### src/rtl/normal_pipe_arbiter.sv
// Round-robin arbiter sharing one ray_sphere_normal_pipeline among NREQ requesters.
// Optional perf counters are enabled with `define NORMAL_ARB_PERF_EN.
module normal_pipe_arbiter #(
  parameter int unsigned NREQ    = 4,
  parameter int unsigned LATENCY = 2
) (
  input  logic              clk,
  input  logic              rst,
  input  logic              flush,
  input  logic [NREQ-1:0]   req_valid,
  input  logic [NREQ*96-1:0] req_sphere_center,
  input  logic [NREQ*96-1:0] req_hit_pos,
  output logic [NREQ-1:0]   req_ready,
  output logic [95:0]       pipe_sphere_center,
  output logic [95:0]       pipe_hit_pos,
  output logic              pipe_new_data,
  input  logic [95:0]       pipe_normal,
  input  logic              pipe_output_valid,
  output logic [NREQ-1:0]   resp_valid,
  output logic [95:0]       resp_normal,
  output logic              err_orphan
`ifdef NORMAL_ARB_PERF_EN
  ,
  output logic [31:0]       perf_issue_cnt,
  output logic [31:0]       perf_stall_cnt
`endif
);

  localparam int unsigned IW = (NREQ > 1) ? $clog2(NREQ) : 1;

  logic [1:0]      rst_sync;
  logic            arb_en;
  logic [NREQ-1:0] busy;
  logic [IW-1:0]   ptr;
  logic            gnt_any;
  logic [IW-1:0]   gnt_idx;
  logic [IW-1:0]   cidx;

  logic [95:0]     ctr_arr [NREQ];
  logic [95:0]     hit_arr [NREQ];

  // Tag pipeline: stage 0 lines up with pipe_new_data, stage LATENCY with pipe_output_valid.
  // tag_k marks entries killed by flush so their results drop silently.
  logic [LATENCY:0] tag_v;
  logic [LATENCY:0] tag_k;
  logic [IW-1:0]    tag_idx [LATENCY+1];

  for (genvar g = 0; g < NREQ; g++) begin : g_unpack
    assign ctr_arr[g] = req_sphere_center[96*g +: 96];
    assign hit_arr[g] = req_hit_pos[96*g +: 96];
  end

  always_ff @(posedge clk or negedge rst) begin
    if (!rst) rst_sync <= '0;
    else      rst_sync <= {rst_sync[0], 1'b1};
  end

  assign arb_en = rst_sync[1];

  always_comb begin
    req_ready = '0;
    gnt_any   = 1'b0;
    gnt_idx   = '0;
    cidx      = '0;
    if (arb_en && !flush) begin
      for (int unsigned i = 0; i < NREQ; i++) begin
        cidx = IW'((32'(ptr) + i) % NREQ);
        if (!gnt_any && req_valid[cidx] && !busy[cidx]) begin
          gnt_any = 1'b1;
          gnt_idx = cidx;
        end
      end
      if (gnt_any) req_ready[gnt_idx] = 1'b1;
    end
  end

  always_ff @(posedge clk or negedge rst) begin
    if (!rst) begin
      ptr  <= '0;
      busy <= '0;
    end else begin
      if (gnt_any)
        ptr <= (gnt_idx == IW'(NREQ-1)) ? '0 : gnt_idx + 1'b1;
      if (flush) busy <= '0;
      else       busy <= (busy & ~resp_valid) | req_ready;
    end
  end

  always_ff @(posedge clk or negedge rst) begin
    if (!rst) begin
      pipe_new_data      <= 1'b0;
      pipe_sphere_center <= '0;
      pipe_hit_pos       <= '0;
    end else begin
      pipe_new_data <= gnt_any;
      if (gnt_any) begin
        pipe_sphere_center <= ctr_arr[gnt_idx];
        pipe_hit_pos       <= hit_arr[gnt_idx];
      end
    end
  end

  always_ff @(posedge clk or negedge rst) begin
    if (!rst) begin
      tag_v <= '0;
      tag_k <= '0;
      for (int unsigned k = 0; k <= LATENCY; k++) tag_idx[k] <= '0;
    end else begin
      tag_v[0]   <= gnt_any;
      tag_k[0]   <= 1'b0;
      tag_idx[0] <= gnt_idx;
      for (int unsigned k = 1; k <= LATENCY; k++) begin
        tag_v[k]   <= tag_v[k-1] & ~flush;
        tag_k[k]   <= tag_k[k-1] | (tag_v[k-1] & flush);
        tag_idx[k] <= tag_idx[k-1];
      end
    end
  end

  always_ff @(posedge clk or negedge rst) begin
    if (!rst) begin
      resp_valid  <= '0;
      resp_normal <= '0;
      err_orphan  <= 1'b0;
    end else begin
      resp_valid <= '0;
      if (pipe_output_valid && !flush) begin
        if (tag_v[LATENCY]) begin
          resp_valid[tag_idx[LATENCY]] <= 1'b1;
          resp_normal                  <= pipe_normal;
        end else if (!tag_k[LATENCY]) begin
          err_orphan <= 1'b1;
        end
      end
    end
  end

`ifdef NORMAL_ARB_PERF_EN
  always_ff @(posedge clk or negedge rst) begin
    if (!rst) begin
      perf_issue_cnt <= '0;
      perf_stall_cnt <= '0;
    end else begin
      if (pipe_new_data && perf_issue_cnt != '1)
        perf_issue_cnt <= perf_issue_cnt + 32'd1;
      if ((|req_valid) && !gnt_any && perf_stall_cnt != '1)
        perf_stall_cnt <= perf_stall_cnt + 32'd1;
    end
  end
`endif

endmodule

### config.mk
export PLATFORM = sky130hd
export DESIGN_NAME = normal_pipe_arbiter
export DESIGN_NICKNAME = d
export VERILOG_FILES = /design/src/rtl/normal_pipe_arbiter.sv
export SDC_FILE = /design/constraint.sdc
export NUM_CORES = 1
export LEC_CHECK = 0
export CAP_MARGIN = 10
export CORE_AREA = 2 2 453 455
export DETAILED_ROUTE_END_ITERATION = 8
export DIE_AREA = 0 0 455 457
export GPL_TIMING_DRIVEN = 0
export HOLD_SLACK_MARGIN = 0.03
export PLACE_DENSITY_LB_ADDON = 0.05
export SYNTH_ARGS = -nofsm -noshare
export SYNTH_HDL_FRONTEND = slang
export SYNTH_SLANG_ARGS = --single-unit
### constraint.sdc
create_clock -name clk -period 2.25 [get_ports clk]
set_clock_uncertainty 0.05 [all_clocks]
set_input_delay 0.225 -clock clk [delete_from_list [all_inputs] [get_ports clk]]
set_output_delay 0.225 -clock clk [all_outputs]
set_load 0.03 [all_outputs]
---- Word level (Yosys, flattened, before mapping) ----
Index checks and enable logic that the tools add are counted.
operators by class
  equality and inequality tests ........... 1
  reduce and logical (&&, ||, !) cells .... 21
  order comparisons ....................... 9
  muxes and demuxes ....................... 47
  bitwise gates (word level) .............. 12
  $add $sub $neg .......................... 4
operators by type and width
  operator                                                                              count
  96-bit binary-select mux with 2-bit select                                            2
  96-bit two-way mux                                                                    4
  4-bit two-way mux                                                                     5
  1-bit two-way mux                                                                     19
  2-bit by 3-bit less-than comparator with 1-bit output (second input constant)         6
  1-bit binary-select mux with 2-bit select                                             8
  2-bit two-way mux                                                                     7
  1-bit logical AND                                                                     11
  1-bit zero test                                                                       8
  2-bit by 1-bit adder with 2-bit output (second input constant)                        2
  2-bit adder (second input constant)                                                   2
  1-bit bitwise AND                                                                     4
  4-bit bitwise AND                                                                     1
  1-bit demux with 2-bit select                                                         2
  2-bit by 1-bit greater-or-equal comparator with 1-bit output (second input constant)  2
  4-bit NOT                                                                             1
  4-bit OR                                                                              1
  3-bit greater-or-equal comparator (second input constant)                             1
  1-bit NOT                                                                             3
  2-bit NOT with 3-bit output                                                           1
  3-bit AND reduction                                                                   1
  2-bit == test (second input constant)                                                 1
  2-bit AND reduction                                                                   1
  1-bit OR                                                                              1
word-level totals
  logic and storage cells ................. 108
  bits in registers ....................... 313

---- Longest topological paths before layout ----
  depth after elaboration ................. 29
  depth in mapped cells ................... 9
  depth with buffers taken out ............ 7

---- Least setup slack after synthesis ----
No wires, ideal clock.
  path type ............................... reg2reg
  from .................................... register busy[0]
  to ...................................... register ptr[0]
  arrival time ............................ 1.878 ns
  path buffers ............................ 2
  cell stages (with the launch flop) ...... 9
  setup slack ............................. 0.226 ns
  period minus slack after synthesis ...... 2.024 ns
  required time ........................... 2.105 ns
  cells stage by stage .................... dfrtp_1 > nor2b_1 > a21oi_1 > o2111ai_2 > clkbuf_1 > buf_2 > inv_1 > ha_1 > o31ai_1
on the way
  word-level cells in the longest chain between the ends .. 24
  elaborated cells between the ends (all ways) .. 40
  classes of those cells .................. 1 x add/sub; 1 x eq/ne; 24 x mux; 14 x reduce/logical
ends and longest elaborated chain
  element                                    line  source
  start, declared                            33    logic [NREQ-1:0] busy;
  start signal, assigned                     85    else busy <= (busy & ~resp_valid) | req_ready;
  1-bit binary-select mux with 2-bit select  68    if (!gnt_any && req_valid[cidx] && !busy[cidx]) begin
  1-bit two-way mux (not written as such)    68
  1-bit zero test                            68
  1-bit logical AND                          68
  1-bit two-way mux                          68
  1-bit two-way mux                          65    if (arb_en && !flush) begin
  1-bit zero test                            68
  1-bit logical AND (2 in series)            68
  (+6 left out)                              --
  1-bit two-way mux                          65
  1-bit zero test                            68
  1-bit logical AND (2 in series)            68
  2-bit two-way mux *                        68
  2-bit two-way mux * (2 in series)          65
  named net gnt_idx[1]                       36    logic [IW-1:0] gnt_idx;
  2-bit == test *                            83    ptr <= (gnt_idx == IW'(NREQ-1)) ? '0 : gnt_idx + 1'b1;
  2-bit two-way mux *                        83
  end signal, assigned                       83
  end, declared                              34    logic [IW-1:0] ptr;
The timed path passes the listed nets; every way through them passes the cells marked *. The select of a mux whose other input is x is not followed.
A chain may end at the register's enable or synchronous reset.

---- Worst setup path after layout ----
  from .................................... register busy[3]
  to ...................................... output req_ready[0]
on the way
  word-level cells in the longest chain between the ends .. 27
  elaborated cells between the ends (all ways) .. 42
  classes of those cells .................. 2 x order compare; 25 x mux; 15 x reduce/logical
ends and longest elaborated chain
  element                                                                                                                                                             line  source
  1-bit binary-select mux with 2-bit select                                                                                                                           68
  1-bit two-way mux (not written as such)                                                                                                                             68
  1-bit zero test                                                                                                                                                     68
  1-bit logical AND                                                                                                                                                   68
  1-bit two-way mux                                                                                                                                                   68
  1-bit two-way mux                                                                                                                                                   65
  1-bit zero test                                                                                                                                                     68
  1-bit logical AND (2 in series)                                                                                                                                     68
  (+10 left out)                                                                                                                                                      --
  2-bit two-way mux                                                                                                                                                   68
  2-bit two-way mux                                                                                                                                                   65
  2-bit by 3-bit less-than comparator with 1-bit output (not written as such) / 2-bit by 1-bit greater-or-equal comparator with 1-bit output (equally long branches)  73    if (gnt_any) req_ready[gnt_idx] = 1'b1;
  1-bit logical AND (not written as such)                                                                                                                             73
  1-bit two-way mux (not written as such)                                                                                                                             73
  1-bit demux with 2-bit select                                                                                                                                       73
  4-bit two-way mux *                                                                                                                                                 73
  4-bit two-way mux *                                                                                                                                                 65
  end, declared                                                                                                                                                       13    output logic [NREQ-1:0] req_ready,
Mark *: on every way between the ends. The rest lies on a longest branch, timed or not. The select of a mux whose other input is x is not followed.

==> flow_metrics.py <==
metrics = {
    "synth": {
        "mappedNetlistArea_um2": 16100,
        "synth_edf_count": 0,
        "synth_nets": 2227,
        "synth_flop_cell": "dfrtp_1",
        "postSynthCellCount": 1354,
        "synth_seq_cells": 312,
        "ys_seq_area_share_pct": 48.5,
        "synth_async_sr_flop_share_pct": 100,
        "synth_area_leaders": "dfrtp_1, mux2i_1, o221ai_1",
        "avgSynthCellArea_um2": 11.9,
        "synth_top_cell_by_area": "dfrtp_1",
        "synth_warnings": 0,
        "synth_top_area_share_pct": 48.5,
        "yosys.cell_types.count": 35,
    },
    "routing": {
        "vias": 18000,
        "dr.pass1.iters": 5,
        "ant_nets": 0,
        "wl_um": 152000,
        "drc": 0,
        "vias_per_cell": 3.29,
        "drtIter0Drc": 565,
        "avgRoutedWirePerCell_um": 27.8,
    },
    "place": {
        "place_inst": 5219,
        "port_buffers": 1169,
        "gp_congestion": 0.840,
        "dp.final_hpwl_um": 120000,
        "place_ws_ns": -1.73,
    },
    "sta": {
        "rsz0062_at_grt": "yes",
        "worst_slew_margin_rel_pct": 39.4,
        "worst_pin_slew_ns": 0.909,
        "final-max-slew-violation-count": 0,
        "finalSetupTns_ns": -23.10,
        "fmax_mhz": 397,
        "fin_crit_sh_pct": 112,
        "setup_viol": 188,
        "finalHoldViolCount": 0,
        "fin_crit_ns": 2.52,
        "setup_slack_ns": -0.272,
    },
    "floorplanning": {
        "die_x_um": 455,
        "core_area_um2": 203000,
        "initial_utilization_pct": 7.92,
        "dieArea_um2": 208000,
        "rows": 166,
        "io_pins": 1170,
        "die-height_um": 457,
    },
    "setup_path": {
        "setup.worst_path.end_class": "primary output",
        "r2r_start": "busy[3]",
        "critPathMaxStageDelay_ns": 0.41,
        "cp-start-kind": "flop",
        "cp_data_required_time_ns": 1.98,
        "crit_cells": 6,
        "critical_path_buf_inv_count": 2,
        "rr_endpoint": "pipe_hit_pos[66]",
        "reg2reg_setup_slack_ns": -0.23,
        "crit_type": "reg -> out",
        "reg2reg_depth": 12,
        "cpMaxStageDelayCell": "or3_4",
        "critPathTopFamily": "simple AND/OR/NAND/NOR gates",
        "crit_fanout": 3,
        "worstPathCellList": "nand2b_4 > and3_4 > or3_4 > o211ai_1 > inv_1 > buf_6",
        "cp.arrival_ns": 2.25,
    },
    "finish": {
        "layout_common_cells": "clkdlybuf4s50_1, dfrtp_1, mux2i_1",
        "area_delta_synth_final_pct": 136,
        "nets": 3590,
        "final_common_cell": "clkdlybuf4s50_1",
        "utilization_pct": 18.7,
        "drive_above_1_share_pct": 23.6,
        "final_cells": 5467,
        "n_fill_cell": 22300,
    },
    "clocking": {
        "clkTransAtPathRegs_ns": 0.05,
        "clock_latency_ns": 0.66,
        "cts_tree": "built",
        "cts_num_sinks": 312,
        "numCtsBuffers": 53,
        "cts_root_buffer": "clkbuf_16",
        "clockBufferDepth": 3,
        "htreeDepth": 2,
    },
    "hold_path": {
        "min_path_type": "in -> reg",
        "min_from": "pipe_normal[37]",
        "worstHoldEndpoint": "resp_normal[37]",
        "holdPathStages": 2,
    },
    "pwr": {
        "cellLeakagePower_nw": 14.3,
        "vdd_ir_drop_max_v": 0.000550,
        "finalPower_mw": 30.7,
        "powerDensity_nw_per_um2": 809,
    },
    "flow_run": {
        "drv_cap": 0,
    },
    "grt": {
        "grt_overflow": 0,
        "grt_pass1_wl_um": 191000,
        "grt_max_degree": 85,
        "antenna_found_initial": 73,
        "grtUsageTotal_pct": 13.7,
        "grt_pass1_vias": 19500,
    },
    "status": {
        "outcome": "complete, but fails checks",
        "violations": "setup timing",
    },
}
state kept, by name, indices dropped and copies added, names as in the netlist, 3 cells and up:
name,flops
tag_v,3
resp_valid,4
busy,4
pipe_hit_pos,96
pipe_sphere_center,96
resp_normal,96
tag_idx,6
cells by family after synthesis:
logic type / Yosys count / share of synthesized area, %
flops: 312 / 48.5
simple gates: 228 / 5.75
buf+inv: 123 / 3.82
mux: 480 / 30.6
other cells: 1 / 0.0233
compound gates: 209 / 11.3
fa+ha+maj: 1 / 0.0777
cell type report:
cell class | count | area (um2) | share of cell area (%)
multi-input combinational | 919 | 9700 | 25.5
timing repair buffer | 1312 | 13900 | 36.7
tap | 2688 | 3360 | 8.85
buffer | 113 | 1350 | 3.54
clock inverter | 22 | 225 | 0.592
inverter | 6 | 22.5 | 0.0592
clock buffer | 78 | 1570 | 4.13
sequential | 312 | 7810 | 20.5
antenna | 17 | 42.5 | 0.112
worst register-to-register path: cells and delay by family (launching register included):
| kind | cells | cell delay (ns) |
|---|---|---|
| muxes | 1 | 0.21 |
| buffers and inverters | 7 | 1.01 |
| AOI/OAI and AO/OA | 1 | 0.13 |
| and+or+nand+nor | 3 | 0.56 |
| DFF | 1 | 0.40 |
power by group:
group          internal [mW]  switching [mW]
Clock                   5.16            3.57
Sequential              6.88           0.774
Combinational           6.92            7.42
Total                   19.0            11.8
worst max path at each step:
stage	slack [ns]	from	to
finish	-0.27	busy[3]	req_ready[0]
global route	-0.40	busy[3]	req_ready[1]
CTS	-0.41	ptr[1]	req_ready[0]
detailed placement	-1.73	req_valid[0]	pipe_hit_pos[21]
global placement	-17.34	rst	pipe_hit_pos[16]
floorplan	0.23	busy[0]	ptr[0]
what timing repair did:
action | CTS | global route
hold endpoints to repair | 204 | 0
pin swaps | 52 | 63
endpoints found under the setup margin | 310 | 204
cloned | 12 | 18
setup buffers | 51 | 45
hold buffers | 20 | 0
resized for setup | 394 | 321
layer usage:
layer	global-route usage (%)	up-vias	wire (um)
met5	0	-	434
met4	2.77	68	3210
met3	4.80	219	12700
met2	25.8	796	80600
met1	14.4	8963	54900
li1	-	7937	-
Yosys cell counts, types with 2 or more instances:
cell type,instances
a21o_1,3
a21oi_1,4
buf_1,7
buf_2,18
buf_4,34
clkbuf_1,57
dfrtp_1,312
inv_1,5
mux2_2,96
mux2i_1,384
nand2_1,199
nand2b_1,5
nor2_1,7
nor2b_1,7
nor3_1,2
nor3b_1,2
o211ai_1,2
o21a_1,2
o221ai_1,192
stage by stage:
step / hold WS, ns / instance area [um2]
4_1_cts: 0.0303 / 35800
5_1_grt: 0.0649 / 38000
2_1_floorplan: -0.121 / 16100
6_report: 0.124 / 38000
3_5_place_dp: 0.0582 / 31400
3_3_place_gp: 0.284 / 31200
Power figures use the tool's default switching activity.
